`config.mk`:
```
export PLATFORM = sky130hd
export DESIGN_NAME = nanosoc_axi_stream_8to32_pack
export DESIGN_NICKNAME = d
export VERILOG_FILES = /design/src/rtl/nanosoc_axi_stream_8to32_pack.sv
export SDC_FILE = /design/constraint.sdc
export NUM_CORES = 1
export LEC_CHECK = 0
export BUFFER_PORTS_ARGS = -buffer_cell sky130_fd_sc_hd__buf_4
export CAP_MARGIN = 0
export CORE_MARGIN = 2
export CORE_UTILIZATION = 48
export CTS_BUF_LIST = sky130_fd_sc_hd__clkbuf_2
export CTS_CLUSTER_SIZE = 25
export DETAILED_ROUTE_END_ITERATION = 12
export HOLD_SLACK_MARGIN = 0.03
export PLACE_DENSITY = 0.81
export SYNTH_ARGS = -nofsm -noshare
export SYNTH_HDL_FRONTEND = slang
export SYNTH_SLANG_ARGS = --single-unit
```
`constraint.sdc`:
```
create_clock -name aclk -period 1.76 [get_ports aclk]
set_clock_uncertainty 0.2 [all_clocks]
set_input_delay 0.176 -clock aclk [delete_from_list [all_inputs] [get_ports aclk]]
set_output_delay 0.176 -clock aclk [all_outputs]
set_load 0.01 [all_outputs]
```
`src/rtl/nanosoc_axi_stream_8to32_pack.sv`:
```
// -----------------------------------------------------------------------------
// nanosoc_axi_stream_8to32_pack
//
// Packs an 8-bit AXI-Stream byte source into little-endian 32-bit beats.
// Byte 0 of a word lands in txd32_data[7:0].
//
// A partial word is sent in two cases:
//   - an end-of-transmission byte arrives. The word is marked with tlast and
//     the EOT byte itself is dropped.
//   - the input stays idle for FLUSH_TIMEOUT cycles. Here tlast stays low.
//
// Configuration:
//   NANOSOC_AXIS_PACK_EOT_EN  When defined, EOT_CHAR ends a frame.
//                             When undefined, EOT_CHAR is ordinary data,
//                             txd32_last is always 0 and eot_seen is always 0.
//
// Parameters:
//   EOT_CHAR       byte value recognised as end-of-transmission
//   FLUSH_TIMEOUT  idle cycles before a partial word is flushed
//                  (0 disables, legal range 0..65535)
//
// Ports:
//   aclk         clock, all state updates on the rising edge
//   areset       synchronous, active-high reset
//   rxd8_valid   byte valid from upstream
//   rxd8_data    byte data
//   rxd8_ready   byte accepted when rxd8_valid & rxd8_ready
//   txd32_valid  packed word valid
//   txd32_data   packed word, little-endian
//   txd32_keep   byte lanes that hold real data
//   txd32_last   final beat of a frame (EOT-terminated)
//   txd32_ready  downstream accept
//   eot_seen     sticky flag, set once an EOT byte has been accepted
// -----------------------------------------------------------------------------
module nanosoc_axi_stream_8to32_pack #(
    parameter logic [7:0]  EOT_CHAR      = 8'h04,
    parameter int unsigned FLUSH_TIMEOUT = 32'd0
) (
    input  logic        aclk,
    input  logic        areset,
    input  logic        rxd8_valid,
    input  logic [7:0]  rxd8_data,
    output logic        rxd8_ready,
    output logic        txd32_valid,
    output logic [31:0] txd32_data,
    output logic [3:0]  txd32_keep,
    output logic        txd32_last,
    input  logic        txd32_ready,
    output logic        eot_seen
);

    localparam logic [15:0] TIMEOUT_C    = 16'(FLUSH_TIMEOUT);
    localparam bit          TIMEOUT_EN_C = (FLUSH_TIMEOUT != 32'd0);

    // Returns the keep mask for a partial word holding n bytes in lanes 0..n-1.
    function automatic logic [3:0] keep_for_count(input logic [1:0] n);
        logic [3:0] k;
        case (n)
            2'd0:    k = 4'b0000;
            2'd1:    k = 4'b0001;
            2'd2:    k = 4'b0011;
            2'd3:    k = 4'b0111;
            default: k = 4'b0000;
        endcase
        return k;
    endfunction

    // Expands a 4-bit keep into a 32-bit byte-lane mask.
    function automatic logic [31:0] lane_mask(input logic [3:0] k);
        return {{8{k[3]}}, {8{k[2]}}, {8{k[1]}}, {8{k[0]}}};
    endfunction

    logic [23:0] acc_r;
    logic [1:0]  cnt_r;
    logic [15:0] idle_r;
    logic        valid_r;
    logic [31:0] data_r;
    logic [3:0]  keep_r;
    logic        last_r;
    logic        eot_seen_r;

    logic        out_free_s;
    logic        accept_s;
    logic        is_eot_s;
    logic        accept_eot_s;
    logic        accept_data_s;
    logic        word_full_s;
    logic        flush_s;
    logic [3:0]  partial_keep_s;
    logic [31:0] partial_data_s;

`ifdef NANOSOC_AXIS_PACK_EOT_EN
    assign is_eot_s = (rxd8_data == EOT_CHAR);
`else
    // Without EOT support, the EOT character is just data.
    logic unused_eot_char_s;
    assign unused_eot_char_s = ^EOT_CHAR;
    assign is_eot_s          = 1'b0;
`endif

    // The output register is free when it is empty or is being drained this cycle.
    always_comb begin
        out_free_s     = !valid_r || txd32_ready;
        accept_s       = rxd8_valid && out_free_s;
        accept_eot_s   = accept_s && is_eot_s;
        accept_data_s  = accept_s && !is_eot_s;
        word_full_s    = accept_data_s && (cnt_r == 2'd3);
        // An accepted byte always wins over an expiring timeout.
        flush_s        = TIMEOUT_EN_C && (cnt_r != 2'd0) && !accept_s
                         && (idle_r == TIMEOUT_C) && out_free_s;
        partial_keep_s = keep_for_count(cnt_r);
        partial_data_s = {8'h00, acc_r} & lane_mask(partial_keep_s);
    end

    assign rxd8_ready  = !valid_r || txd32_ready;
    assign txd32_valid = valid_r;
    assign txd32_data  = data_r;
    assign txd32_keep  = keep_r;
    assign txd32_last  = last_r;
    assign eot_seen    = eot_seen_r;

    // Accumulator lanes and lane count for the word being assembled.
    always_ff @(posedge aclk) begin
        if (areset) begin
            acc_r <= 24'h000000;
            cnt_r <= 2'd0;
        end else if (accept_data_s) begin
            case (cnt_r)
                2'd0:    acc_r[7:0]   <= rxd8_data;
                2'd1:    acc_r[15:8]  <= rxd8_data;
                2'd2:    acc_r[23:16] <= rxd8_data;
                default: acc_r        <= acc_r;
            endcase
            cnt_r <= cnt_r + 2'd1;
        end else if (accept_eot_s || flush_s) begin
            cnt_r <= 2'd0;
        end else begin
            cnt_r <= cnt_r;
        end
    end

    // Idle counter: runs only while a partial word is waiting.
    // It holds at the timeout value until the output register frees up.
    always_ff @(posedge aclk) begin
        if (areset) begin
            idle_r <= 16'h0000;
        end else if (accept_s || (cnt_r == 2'd0) || !TIMEOUT_EN_C || flush_s) begin
            idle_r <= 16'h0000;
        end else if ((idle_r == TIMEOUT_C) || (idle_r == 16'hFFFF)) begin
            idle_r <= idle_r;
        end else begin
            idle_r <= idle_r + 16'h0001;
        end
    end

    // Output beat register: a reload takes priority over draining.
    always_ff @(posedge aclk) begin
        if (areset) begin
            valid_r <= 1'b0;
            data_r  <= 32'h0000_0000;
            keep_r  <= 4'b0000;
            last_r  <= 1'b0;
        end else if (word_full_s) begin
            valid_r <= 1'b1;
            data_r  <= {rxd8_data, acc_r};
            keep_r  <= 4'b1111;
            last_r  <= 1'b0;
        end else if (accept_eot_s) begin
            valid_r <= 1'b1;
            data_r  <= partial_data_s;
            keep_r  <= partial_keep_s;
            last_r  <= 1'b1;
        end else if (flush_s) begin
            valid_r <= 1'b1;
            data_r  <= partial_data_s;
            keep_r  <= partial_keep_s;
            last_r  <= 1'b0;
        end else if (valid_r && txd32_ready) begin
            valid_r <= 1'b0;
        end else begin
            valid_r <= valid_r;
        end
    end

    // Sticky end-of-transmission flag.
    always_ff @(posedge aclk) begin
        if (areset) begin
            eot_seen_r <= 1'b0;
        end else if (accept_eot_s) begin
            eot_seen_r <= 1'b1;
        end else begin
            eot_seen_r <= eot_seen_r;
        end
    end

endmodule
```
==> impl_metrics.json <==
{
  "ys.flop_type": "dfxtp_1",
  "diodes": 0,
  "ys_ff_latch": 60,
  "internal-power_mw": 1.962,
  "cpPeakStageDelay_ns": 0.54,
  "antenna_found_initial": 0,
  "worst_ir_drop_vdd_v": 0.0004163,
  "p_leak_nw": 1.335,
  "cts_setup_buffers": 0,
  "cpLargestDelayFamily": "buffers and inverters",
  "pin_count": 52,
  "wire_per_inst_um": 13.21,
  "synthCells": 222,
  "die_w_um": 75.46,
  "combPwrFrac_pct": 7.9,
  "hpwl_um": 3071,
  "yosysWarnings": 0,
  "finalHoldViolations": 0,
  "min_period_ns": 1.567,
  "wl_um": 4675,
  "hold_buffers": 11,
  "grt-ovfl-total": 0,
  "antenna_left": 0,
  "endpoint_kind": "flop",
  "p_sw_mw": 0.6331,
  "cts.repair.resized": 0,
  "syn_area_per_cell_um2": 11.04,
  "finalMaxSlewViolations": 0,
  "rsz0062_at_grt": "false",
  "setup_viol": 0,
  "numPortBuffers": 49,
  "synth_area_leader_cell": "dfxtp_1",
  "vias": 1660,
  "crit_path_top_delay_cell": "dlygate4sd3_1",
  "critical_path.startpoint_type": "input port",
  "cts_tree": "built",
  "root_buffer": "clkbuf_2",
  "nets": 295,
  "cts.sinks": 60,
  "n_fill_cell": 438,
  "synth_async_sr_flop_share_pct": 0,
  "numCtsBuffers": 9,
  "syn_area_mm2": 0.002451,
  "critPathArrivalTime_ns": 1.74,
  "area_delta_synth_final_pct": 25.57,
  "pwr-share-clk_pct": 38.0,
  "powerDensity_mw_per_mm2": 843.1,
  "setup_tns_ns": 0,
  "grt_max_degree": 54,
  "p_sw_share_pct": 24.40,
  "grt_pass1_wl_um": 7679,
  "globalplace.congestion": 0.6822,
  "synth_commonest_cells": "nand2b_1, dfxtp_1, mux2i_1",
  "yosysSeqAreaShare_pct": 49.00,
  "fp.dieH_um": 75.46,
  "drive_gt1_share_pct": 25.00,
  "cts.path.max_buffers": 2,
  "grt_use_total_pct": 18.43,
  "cp_data_required_time_ns": 1.93,
  "max_freq_mhz": 638.0,
  "drc": 0,
  "vias_per_cell": 4.689,
  "path_max_fanout": 11,
  "finalCritPeriodShare_pct": 89.06,
  "cap_violations": 0,
  "start_util_pct": 48.93,
  "drt-initial-drc-count": 62,
  "synth_edf_count": 0,
  "synth_most_common_cell": "nand2b_1",
  "r2r_slack_ns": 0.23,
  "cp_cell_sequence": "dlygate4sd3_1 > buf_4 > nand2b_4 > nand3_1 > dlygate4sd3_1 > o21ai_0",
  "hold_path.class": "input port to flop",
  "die_area_mm2": 0.005694,
  "critPathBufInv": 3,
  "multiInputGateArea_mm2": 0.001129,
  "placementRows": 26,
  "drt_pass1_iterations": 4,
  "cpMostUsedCell": "dlygate4sd3_1",
  "regArea_mm2": 0.001201,
  "status": "finished clean",
  "core_area_mm2": 0.005010,
  "ys_top_cells_by_area": "dfxtp_1, mux2i_1, nand2b_1",
  "dpl.cell_count": 327,
  "layout.cells.non_filler": 354,
  "insertion_delay_ns": 0.48,
  "clk_pin_slew_ns": 0.17,
  "ys_types": 22,
  "first_global_vias": 1671,
  "cts.htree.levels": 3,
  "seq_power_share_pct": 54.2,
  "yosys.area.top_type_share_pct": 49.00,
  "crit_type": "input port to flop"
}
## tightest hold or removal path, delay by kind of cell
family        cells  cell delay (ns)
simple gates      1             0.19
buf+inv           1             0.24
mux               1             0.11
## cell families (layout without fill, tap and decap cells)
| logic type | count (synthesis) | count (layout) | share of synthesized area (%) |
|---|---|---|---|
| muxes | 56 | 56 | 22.87 |
| other | 1 | 2 | 0.1530 |
| AOI/OAI and AO/OA | 4 | 4 | 0.9188 |
| and+or+nand+nor | 76 | 76 | 19.86 |
| buffers and inverters | 21 | 82 | 5.155 |
| adders and majority gates | 4 | 4 | 2.042 |
| DFF | 60 | 60 | 49.00 |
## final cells by class
class	instances	area share, %
flip-flops and latches	60	39.02
inverters	3	0.3659
repair buffers	63	16.67
clock inverters	7	2.967
clock buffers	9	1.463
multi-input cells	142	36.67
well taps	70	2.846
## metrics by stage
step / instance area, um2 / hold slack (ns) / power, mW / util (%) / worst slack [ns]
global placement: 2831 / 0.2603 / 1.614 / 56.52 / 0.2953
global route: 3078 / 0.06898 / 2.688 / 61.44 / 0.1301
CTS: 3078 / 0.05175 / 2.605 / 61.44 / 0.2025
floorplan: 2455 / 0.1971 / 1.567 / - / 0.2496
detailed placement: 2831 / 0.2625 / 1.620 / 56.52 / 0.2316
finish: 3078 / 0.07335 / 2.595 / 61.44 / 0.1925
## final timing paths
kind	start	endpoint	cells after the start
worst max register to register	cnt_r[0]$_SDFFE_PP0P_	txd32_data[23]$_SDFFE_PP0P_	4
worst max-delay path	txd32_ready	cnt_r[0]$_SDFFE_PP0P_	6
worst min register to register	txd32_data[8]$_SDFFE_PP0P_	txd32_data[8]$_SDFFE_PP0P_	2
worst min-delay path	areset	txd32_data[1]$_SDFFE_PP0P_	3
## registers in the layout, summed over array words and instances, names as in the netlist
name / cells
txd32_data: 32
txd32_valid: 1
acc_r: 24
txd32_keep: 1
cnt_r: 2
## cells in the final DEF (no fill, tap or decap), types with 2 or more instances in the layout
| cell type | n |
|---|---|
| a21oi_1 | 2 |
| buf_4 | 51 |
| bufinv_16 | 2 |
| clkbuf_2 | 9 |
| clkinvlp_4 | 3 |
| conb_1 | 2 |
| dfxtp_1 | 60 |
| dlygate4sd3_1 | 11 |
| ha_1 | 4 |
| inv_1 | 3 |
| mux2i_1 | 56 |
| nand2b_1 | 65 |
| nand3_1 | 3 |
| nand3_2 | 2 |
## routing by layer
layer	wire, um	vias to the layer above	track usage [%]	part of all wire, %
met2	2225	31	28.89	48
li1	-	844	-	-
met4	105	0	10.53	2.2
met3	158	9	4.233	3.4
met1	2185	776	23.35	47
met5	0	-	0	0
## power groups by stage
stage               sequential (mW)  clock (mW)  combinational [mW]
detailed placement             1.43           0               0.185
CTS                            1.41       0.994               0.205
global route                   1.41        1.05               0.222
global placement               1.43           0               0.181
floorplan                      1.43           0               0.134
finish                         1.41       0.985               0.204
(Power assumes the default switching activity.)
